## config.mk

```make
export PLATFORM = sky130hd
export DESIGN_NAME = trigger_out_gen_flat
export DESIGN_NICKNAME = d
export VERILOG_FILES = /design/src/rtl/trigger_out_pkg.sv /design/src/rtl/trigger_out_gen_if.sv /design/src/rtl/trigger_edge_detect.sv /design/src/rtl/trigger_out_gen.sv /design/src/flat_wrapper.sv
export SDC_FILE = /design/constraint.sdc
export NUM_CORES = 1
export LEC_CHECK = 0
export CAP_MARGIN = 10
export CORE_AREA = 2 2 118 120
export DETAILED_ROUTE_END_ITERATION = 6
export DIE_AREA = 0 0 120 122
export PLACE_DENSITY = 0.54
export SLEW_MARGIN = 20
export SYNTH_ARGS = -nofsm -noshare
export SYNTH_HDL_FRONTEND = slang
export SYNTH_SLANG_ARGS = --single-unit
```

## constraint.sdc

```tcl
create_clock -name clk -period 3.05 [get_ports clk]
set_input_delay 0.61 -clock clk [delete_from_list [all_inputs] [get_ports clk]]
set_output_delay 0.61 -clock clk [all_outputs]
set_load 0.03 [all_outputs]
```

## src/rtl/trigger_out_pkg.sv

```systemverilog
// rtl/trigger_out_pkg.sv - shared state encoding and defaults for the trigger output generator
package trigger_out_pkg;

  localparam int DEFAULT_CNT_W = 16;

  typedef enum logic [2:0] {
    ST_IDLE    = 3'd0,
    ST_ARMED   = 3'd1,
    ST_DELAY   = 3'd2,
    ST_PULSE   = 3'd3,
    ST_HOLDOFF = 3'd4
  } state_e;

  function automatic logic state_is_busy(input logic [2:0] s);
    return (s == ST_DELAY) || (s == ST_PULSE) || (s == ST_HOLDOFF);
  endfunction

endpackage

```

## src/rtl/trigger_out_gen_if.sv

```systemverilog
// rtl/trigger_out_gen_if.sv - control and status bundle between host logic and trigger_out_gen
interface trigger_out_gen_if
  import trigger_out_pkg::*;
#(
  parameter int CNT_W = DEFAULT_CNT_W
);

  logic             I_trigger;
  logic             I_arm;
  logic             I_disarm;
  logic             I_oneshot;
  logic             I_polarity;
  logic [CNT_W-1:0] I_delay;
  logic [CNT_W-1:0] I_width;
  logic [CNT_W-1:0] I_holdoff;
  logic             I_count_clear;
  logic             O_trig_out;
  logic             O_armed;
  logic             O_busy;
  logic [CNT_W-1:0] O_pulse_count;

  modport master (
    output I_trigger, I_arm, I_disarm, I_oneshot, I_polarity,
    output I_delay, I_width, I_holdoff, I_count_clear,
    input  O_trig_out, O_armed, O_busy, O_pulse_count
  );

  modport slave (
    input  I_trigger, I_arm, I_disarm, I_oneshot, I_polarity,
    input  I_delay, I_width, I_holdoff, I_count_clear,
    output O_trig_out, O_armed, O_busy, O_pulse_count
  );

endinterface

```

## src/rtl/trigger_edge_detect.sv

```systemverilog
// rtl/trigger_edge_detect.sv - rising-edge detector for the selected trigger input
module trigger_edge_detect (
  input  logic clk,
  input  logic reset,
  input  logic in,
  output logic rise
);

  logic trig_r;

  always_ff @(posedge clk) begin
    if (reset) begin
      trig_r <= 1'b0;
    end else begin
      trig_r <= in;
    end
  end

  assign rise = in & ~trig_r;

endmodule

```

## src/rtl/trigger_out_gen.sv

```systemverilog
// rtl/trigger_out_gen.sv - armed delay/width/holdoff trigger pulse generator; TRIGGER_OUT_COUNTER_EN adds the pulse counter
module trigger_out_gen
  import trigger_out_pkg::*;
#(
  parameter int CNT_W = DEFAULT_CNT_W
) (
  input logic              clk,
  input logic              reset,
  trigger_out_gen_if.slave bus
);

  localparam logic [2:0] IDLE    = ST_IDLE;
  localparam logic [2:0] ARMED   = ST_ARMED;
  localparam logic [2:0] DELAY   = ST_DELAY;
  localparam logic [2:0] PULSE   = ST_PULSE;
  localparam logic [2:0] HOLDOFF = ST_HOLDOFF;

  localparam logic [CNT_W-1:0] ONE = {{(CNT_W-1){1'b0}}, 1'b1};

  logic [2:0]       state;
  logic [2:0]       state_nx;
  logic [2:0]       finish_state;
  logic [CNT_W-1:0] cnt;
  logic [CNT_W-1:0] cnt_nx;
  logic [CNT_W-1:0] width_q;
  logic [CNT_W-1:0] width_nx;
  logic [CNT_W-1:0] holdoff_q;
  logic [CNT_W-1:0] holdoff_nx;
  logic             rise;
  logic             trig_out_q;
  logic             pulse_entry;

  // Pulse counter holds remaining cycles minus one; a zero width still gives one cycle.
  function automatic logic [CNT_W-1:0] pulse_load(input logic [CNT_W-1:0] w);
    return (w == '0) ? '0 : (w - ONE);
  endfunction

  trigger_edge_detect u_edge (
    .clk  (clk),
    .reset(reset),
    .in   (bus.I_trigger),
    .rise (rise)
  );

  assign finish_state = bus.I_oneshot ? IDLE : ARMED;

  always_comb begin
    state_nx   = state;
    cnt_nx     = cnt;
    width_nx   = width_q;
    holdoff_nx = holdoff_q;
    if (bus.I_disarm) begin
      state_nx = IDLE;
      cnt_nx   = '0;
    end else begin
      case (state)
        IDLE: begin
          if (bus.I_arm) begin
            state_nx = ARMED;
          end
        end
        ARMED: begin
          if (rise) begin
            width_nx   = bus.I_width;
            holdoff_nx = bus.I_holdoff;
            if (bus.I_delay != '0) begin
              state_nx = DELAY;
              cnt_nx   = bus.I_delay - ONE;
            end else begin
              state_nx = PULSE;
              cnt_nx   = pulse_load(bus.I_width);
            end
          end
        end
        DELAY: begin
          if (cnt == '0) begin
            state_nx = PULSE;
            cnt_nx   = pulse_load(width_q);
          end else begin
            cnt_nx = cnt - ONE;
          end
        end
        PULSE: begin
          if (cnt == '0) begin
            if (holdoff_q != '0) begin
              state_nx = HOLDOFF;
              cnt_nx   = holdoff_q - ONE;
            end else begin
              state_nx = finish_state;
            end
          end else begin
            cnt_nx = cnt - ONE;
          end
        end
        HOLDOFF: begin
          if (cnt == '0) begin
            state_nx = finish_state;
          end else begin
            cnt_nx = cnt - ONE;
          end
        end
        default: begin
          state_nx = IDLE;
          cnt_nx   = '0;
        end
      endcase
    end
  end

  assign pulse_entry = (state_nx == PULSE) && (state != PULSE);

  // Output level is registered with polarity applied so the pin never sees a combinational glitch.
  always_ff @(posedge clk) begin
    if (reset) begin
      state      <= IDLE;
      cnt        <= '0;
      width_q    <= '0;
      holdoff_q  <= '0;
      trig_out_q <= bus.I_polarity;
    end else begin
      state      <= state_nx;
      cnt        <= cnt_nx;
      width_q    <= width_nx;
      holdoff_q  <= holdoff_nx;
      trig_out_q <= ((state == PULSE) && !bus.I_disarm) ^ bus.I_polarity;
    end
  end

  assign bus.O_trig_out = trig_out_q;
  assign bus.O_armed    = (state == ARMED);
  assign bus.O_busy     = state_is_busy(state);

`ifdef TRIGGER_OUT_COUNTER_EN
  logic [CNT_W-1:0] pulse_count;

  always_ff @(posedge clk) begin
    if (reset) begin
      pulse_count <= '0;
    end else if (bus.I_count_clear) begin
      pulse_count <= '0;
    end else if (pulse_entry && (pulse_count != '1)) begin
      pulse_count <= pulse_count + ONE;
    end
  end

  assign bus.O_pulse_count = pulse_count;
`else
  logic unused_count_inputs;
  assign unused_count_inputs = bus.I_count_clear ^ pulse_entry;
  assign bus.O_pulse_count   = '0;
`endif

endmodule

```

## src/flat_wrapper.sv

```systemverilog
// flat-port wrapper written by rule: the top's interface ports become plain ports
module trigger_out_gen_flat import trigger_out_pkg::*;
#(
  parameter int CNT_W = DEFAULT_CNT_W
)
  (clk, reset, bus_I_trigger, bus_I_arm, bus_I_disarm, bus_I_oneshot, bus_I_polarity, bus_I_delay, bus_I_width, bus_I_holdoff, bus_I_count_clear, bus_O_trig_out, bus_O_armed, bus_O_busy, bus_O_pulse_count);
  trigger_out_gen_if #(.CNT_W(CNT_W)) bus_i ();
  input logic clk;
  input logic reset;
  input wire logic [$bits(bus_i.I_trigger)-1:0] bus_I_trigger;
  input wire logic [$bits(bus_i.I_arm)-1:0] bus_I_arm;
  input wire logic [$bits(bus_i.I_disarm)-1:0] bus_I_disarm;
  input wire logic [$bits(bus_i.I_oneshot)-1:0] bus_I_oneshot;
  input wire logic [$bits(bus_i.I_polarity)-1:0] bus_I_polarity;
  input wire logic [$bits(bus_i.I_delay)-1:0] bus_I_delay;
  input wire logic [$bits(bus_i.I_width)-1:0] bus_I_width;
  input wire logic [$bits(bus_i.I_holdoff)-1:0] bus_I_holdoff;
  input wire logic [$bits(bus_i.I_count_clear)-1:0] bus_I_count_clear;
  output wire logic [$bits(bus_i.O_trig_out)-1:0] bus_O_trig_out;
  output wire logic [$bits(bus_i.O_armed)-1:0] bus_O_armed;
  output wire logic [$bits(bus_i.O_busy)-1:0] bus_O_busy;
  output wire logic [$bits(bus_i.O_pulse_count)-1:0] bus_O_pulse_count;
  assign bus_i.I_trigger = bus_I_trigger;
  assign bus_i.I_arm = bus_I_arm;
  assign bus_i.I_disarm = bus_I_disarm;
  assign bus_i.I_oneshot = bus_I_oneshot;
  assign bus_i.I_polarity = bus_I_polarity;
  assign bus_i.I_delay = bus_I_delay;
  assign bus_i.I_width = bus_I_width;
  assign bus_i.I_holdoff = bus_I_holdoff;
  assign bus_i.I_count_clear = bus_I_count_clear;
  assign bus_O_trig_out = bus_i.O_trig_out;
  assign bus_O_armed = bus_i.O_armed;
  assign bus_O_busy = bus_i.O_busy;
  assign bus_O_pulse_count = bus_i.O_pulse_count;
  trigger_out_gen #(.CNT_W(CNT_W)) u_core (.clk(clk), .reset(reset), .bus(bus_i));
endmodule
```

## Yosys cells after proc, flatten, opt, wreduce, memory -nomap -nowiden

Cells that the tools add are included.
Widths: inputs -> output; s select.

- Add/subtract/negate cells: 5
- Equal/unequal tests: 11
- Multiplexer cells: 19
- Bitwise operators: 5
- Reduce and logical (&&, ||, !) cells: 14

Operators with widths:

| kind | count |
|---|---|
| $mux 16 | 8 |
| $pmux 16 s5 | 1 |
| $sub 16x1->16 const B | 5 |
| $logic_not 16->1 | 3 |
| $reduce_bool 16->1 | 2 |
| $mux 3 | 6 |
| $pmux 3 s5 | 1 |
| $ne 2x1->1 const B | 4 |
| $eq 3x2->1 const B | 2 |
| $reduce_and 5->1 | 1 |
| $ne 2x2->1 const B | 2 |
| $reduce_and 4->1 | 1 |
| $eq 3x1->1 const B | 1 |
| $eq 3x3->1 const B | 1 |
| $logic_not 3->1 | 1 |
| $mux 1 | 3 |
| $ne 3x3->1 const B | 1 |
| $not 1->1 | 3 |
| $reduce_and 3->1 | 1 |
| $logic_or 1x1->1 | 2 |
| $reduce_or 2->1 | 1 |
| $and 1x1->1 | 1 |
| $logic_and 1x1->1 | 1 |
| $logic_not 1->1 | 1 |
| $xor 1x1->1 | 1 |

- Flip-flop bits (word level): 53
- Bits of input ports: 56

## Depth between registers and ports, before layout

- Word-level depth: 5
- Gate-level depth with buffers: 10
- Mapped depth without buffers: 9

## Cells and area by module

Synthesis repeated with hierarchy kept, for this count alone.

- Cell total of the unflattened synthesis: 588
- Area, all modules: 4309.1 um2

Modules (own cells, without submodules):

| module | times used | cells each | area an instance (um2) | seq. area each (um2) |
|---|---|---|---|---|
| trigger_out_gen | 1 | 585 | 4261.6 | 1041.0 |
| trigger_edge_detect | 1 | 3 | 47.5 | 20.0 |

## Worst setup path before layout

Ideal clock, no wire load.

- Path kind: input to register
- From: input port bus_I_delay[7]
- To: register u_core.cnt[15]
- Library setup time: 0.122 ns
- Arrival time: 2.442 ns
- Data required time: 2.928 ns
- Path slack: 0.487 ns
- Cell stages on the path: 7
- Buffers on the path: 0
- Path through: or4_1 > or3_1 > nor4_1 > xor2_1 > o21ai_0 > o21ai_0 > a221o_1

- Cells in the longest elaborated chain, start to end: 4

Ends and longest elaborated chain:

| item | line | source |
|---|---|---|
| from (decl) | flat_wrapper.sv:15 | `input wire logic [$bits(bus_i.I_delay)-1:0] bus_I_delay;` |
| $sub 16x1->16 / $reduce_bool 16->1 (equally long branches) | trigger_out_gen.sv:68, trigger_out_gen.sv:66 |  |
| $mux 16 * | trigger_out_gen.sv:66 | `if (bus.I_delay != '0) begin` |
| $mux 16 * | trigger_out_gen.sv:63 | `if (rise) begin` |
| $pmux 16 s5 * | trigger_out_gen.sv:56 | `case (state)` |
| to (signal assigned) | trigger_out_gen.sv:122 | `cnt <= cnt_nx;` |
| to (decl) | trigger_out_gen.sv:23 | `logic [CNT_W-1:0] cnt;` |

Every way passes the cells marked *; elsewhere a longest branch is shown, timed or not. The select of a mux whose other input is x is not followed.
A chain may end at the register's enable or synchronous reset.

## Worst setup path after layout

- From: input port bus_I_delay[1]
- To: register u_core.cnt[13]

The elaborated chain is that of the path after synthesis.

==> impl_metrics.csv <==
group,metric,value,unit
status,status,"finished, final reports clean",
die,dieArea,14600,um^2
sta,fin_worst_skew,0.0114,ns
critical_path,cp-start-kind,"primary input",
critical_path,end_kind,"flip-flop",
critical_path,arrival,3.05,ns
global_route,overflow,0,
global_route,antenna_found_initial,0,
route,initialDrtViolationCount,371,
route,ant_nets,0,
die,start_util,31.9,%
placement,hpwl,11.9,mm
power_and_ir_drop,p_per_area,309,nW/um^2
clock_network,cts_made_buffers,5,
die,rows,43,
clock_network,cts_max_level,2,
clock_network,cts_tree,"built",
global_route,grt_usage,20.4,%
global_route,grt_pass1_vias,4525,
die,fp.dieH,122,um
synth,synth.distinct_cells,68,
run,drv_cap,0,
sta,drv_slew,0,
power_and_ir_drop,peakVddDrop,0.000214,V
placement,portBuffers,57,
critical_path,r2r_cells,10,
synth,synth_area_leaders,"dfxtp_1 (25%), nand2_1 (10%), xnor2_1 (7.1%), a21oi_1 (6.3%), nor2_1 (4.2%)",
sta,setup_violations,0,
synth,syn_inst,609,
critical_path,cp.required,3.27,ns
clock_network,worstSkewPairLatency,0.30,ns
clock_network,clk_path_buf_depth,2,
hold_path,holdCritStartpoint,"u_core.holdoff_q[6]",
clock_network,holdBufCountCts,0,
route,via_count,4861,
layout,final_nets,779,
die,die_w,120,um
layout,area_growth,30.3,%
synth,synth-async-reset-ratio,0,%
placement,finalWeightedCongestion,0.946,
global_route,grt_max_degree,34,
layout,antenna_cells,0,
placement,dpl_cell_area,5450,um^2
synth,seq_area_frac_synth,24.6,%
critical_path,rr_endpoint,"u_core.cnt[10]",
route,post_drt_wl_per_cell,16.5,um
clock_network,cts.clk_slew.worst_paths,0.08,ns
sta,final-hold-violation-count,0,
sta,fin_crit_sh,92.7,%
sta,timing.final.crit_period,2.83,ns
synth,synth_top_area_cell,"dfxtp_1",
route,drt-vias-per-instance,5.42,
sta,slew-limit-headroom,30.1,%
layout,final_cell_area,5610,um^2
clock_network,cts_sinks,53,
critical_path,crit_path_max_fanout,2,
critical_path,reg2reg_slack,0.26,ns
sta,setup_ws,0.223,ns
route,drc,0,
die,core_region_area,13500,um^2
sta,rsz0062_at_grt,"no",
critical_path,r2r-start,"u_core.holdoff_q[0]",
placement,post-place-ws,-0.0948,ns
power_and_ir_drop,leakagePower,2.12,nW
hold_path,hold_depth,2,
die,ios,75,
global_route,grt_pass1_wl,23.9,mm
sta,fmax,0.354,GHz
route,wl,14.8,mm
synth,synth_warnings,0,
route,drtPass1Iterations,6,
clock_network,cts-root-buf,"clkbuf_16",
synth,syn_area_per_cell,7.07,um^2
synth,yosysTopAreaCellShare,24.6,%
synth,synth_edf_count,0,
hold_path,whs_endpoint,"u_core.holdoff_q[6]",
hold_path,hold_class,"reg -> reg",
synth,synth_seq_cells,53,
synth,synth_area,4310,um^2
layout,drive_gt1_share,13.5,%
layout,fillers,1388,
critical_path,worstSetupPathType,"in -> reg",
synth,synth_flop_cell,"dfxtp_1",
sta,worst_pin_slew,1.05,ns
[state kept, by name (all words and copies together) (netlist names)]
signal / cells
u_core.bus.O_trig_out: 1
u_core.width_q: 16
u_core.cnt: 16
u_core.state: 3
u_core.u_edge.trig_r: 1
u_core.holdoff_q: 16
[worst max-delay path by stage]
stage	start	endpoint	slack, ns	cells after the start
finish	bus_I_delay[1]	u_core.cnt[13]	0.22	10
global route	u_core.holdoff_q[1]	u_core.cnt[10]	0.04	10
CTS	bus_I_delay[7]	u_core.cnt[15]	0.22	8
detailed placement	bus_I_delay[7]	u_core.cnt[15]	-0.09	8
global placement	bus_I_delay[7]	u_core.cnt[15]	-0.09	8
floorplan	bus_I_delay[7]	u_core.cnt[15]	0.49	7
[power breakdown]
part           internal [W]  switching [W]  leakage (nW)
clock network      0.000331       0.000279        0.0735
logic              0.000191       0.000223          1.62
registers          0.000700      0.0000102         0.428
[placed cells by master (no fill, tap or decap), types with 4 or more instances in the layout]
master	instances
clkdlybuf4s50_1	57
xnor2_1	35
a21oi_1	54
o31ai_1	7
nor3_1	32
or4_1	11
buf_4	70
xor2_1	16
ha_1	7
nand2_1	115
nor2_1	48
nand4_1	7
nand2b_1	5
o211ai_1	4
a221oi_1	6
clkbuf_16	5
nor4_1	21
nand3_1	13
nor2b_1	5
or3_1	7
o22ai_1	10
a211oi_1	9
conb_1	16
inv_1	14
o221ai_1	4
dfxtp_1	53
o21ai_0	27
[Yosys cell counts, types with 2 or more instances]
cell	n
a2111oi_0	2
a211oi_1	9
a21oi_1	54
a221o_1	2
a221oi_1	6
a22o_2	3
a31o_2	2
a31oi_1	3
and2_1	2
buf_2	3
buf_4	17
clkbuf_1	21
dfxtp_1	53
ha_1	7
inv_1	14
mux2i_1	2
nand2_1	115
nand2b_1	5
nand3_1	13
nand4_1	7
nor2_1	48
nor2b_1	5
nor3_1	33
nor3b_1	3
nor4_1	21
nor4b_1	3
o211ai_1	4
o21ai_0	27
o221ai_1	4
o22ai_1	10
o2bb2ai_1	2
o31ai_1	7
o32ai_1	2
or3_1	7
or4_1	11
xnor2_1	35
xor2_1	16
[cell families (layout without fill, tap and decap cells)]
family	count (synthesis)	in the layout	share of synthesized area, %
AND/OR/NAND/NOR	285	285	32.3
AO/OA/AOI/OAI	153	153	23.2
buffers and inverters	56	149	6.71
flip-flops	53	53	24.6
XOR/XNOR	51	51	10.4
adder cells (fa/ha/maj)	7	7	2.03
multiplexers	3	3	0.727
other	1	16	0.0871
[layer usage]
layer	up-vias	track usage (%)	routed length [um]
met5	-	0	0
met4	0	5.29	285
met3	20	3.70	878
met2	134	32.7	6800
met1	2311	28.2	6840
li1	2396	-	-
[metrics by stage]
| stage | util (%) | hold slack (ns) | instances | TNS [ns] | power, W |
|---|---|---|---|---|---|
| 3_5_place_dp | 40.4 | 0.472 | 889 | -0.204 | 0.00113 |
| 5_1_grt | 41.5 | 0.520 | 897 | 0 | 0.00181 |
| 4_1_cts | 41.5 | 0.485 | 897 | 0 | 0.00175 |
| 3_3_place_gp | 40.4 | 0.470 | 889 | -0.0925 | 0.00113 |
| 6_report | 41.5 | 0.479 | 897 | 0 | 0.00173 |
| 2_1_floorplan | - | 0.446 | 624 | 0 | 0.000949 |
[timing repair]
action	4_1_cts	5_1_grt
setup endpoints to repair	0	1
resized for setup	0	1
setup buffers	0	0
[critical path, cell delays in order]
cell	delay, ns
clkdlybuf4s50_1	0.43
inv_1	0.09
ha_1	0.17
or4b_2	0.63
o21ai_0	0.19
a31oi_1	0.10
a211o_1	0.28
a31oi_1	0.27
a221oi_1	0.08
o21ai_0	0.20
[layout make-up]
class | instances | area (um^2) | share of cell area, %
Multi-Input combinational cell | 515 | 3020 | 53.8
Timing Repair Buffer | 127 | 1100 | 19.5
Clock buffer | 6 | 139 | 2.48
Tap cell | 180 | 225 | 4.02
Inverter | 14 | 52.6 | 0.937
Sequential cell | 53 | 1060 | 18.9
Clock inverter | 2 | 16.3 | 0.290
Power figures use the tool's default switching activity.
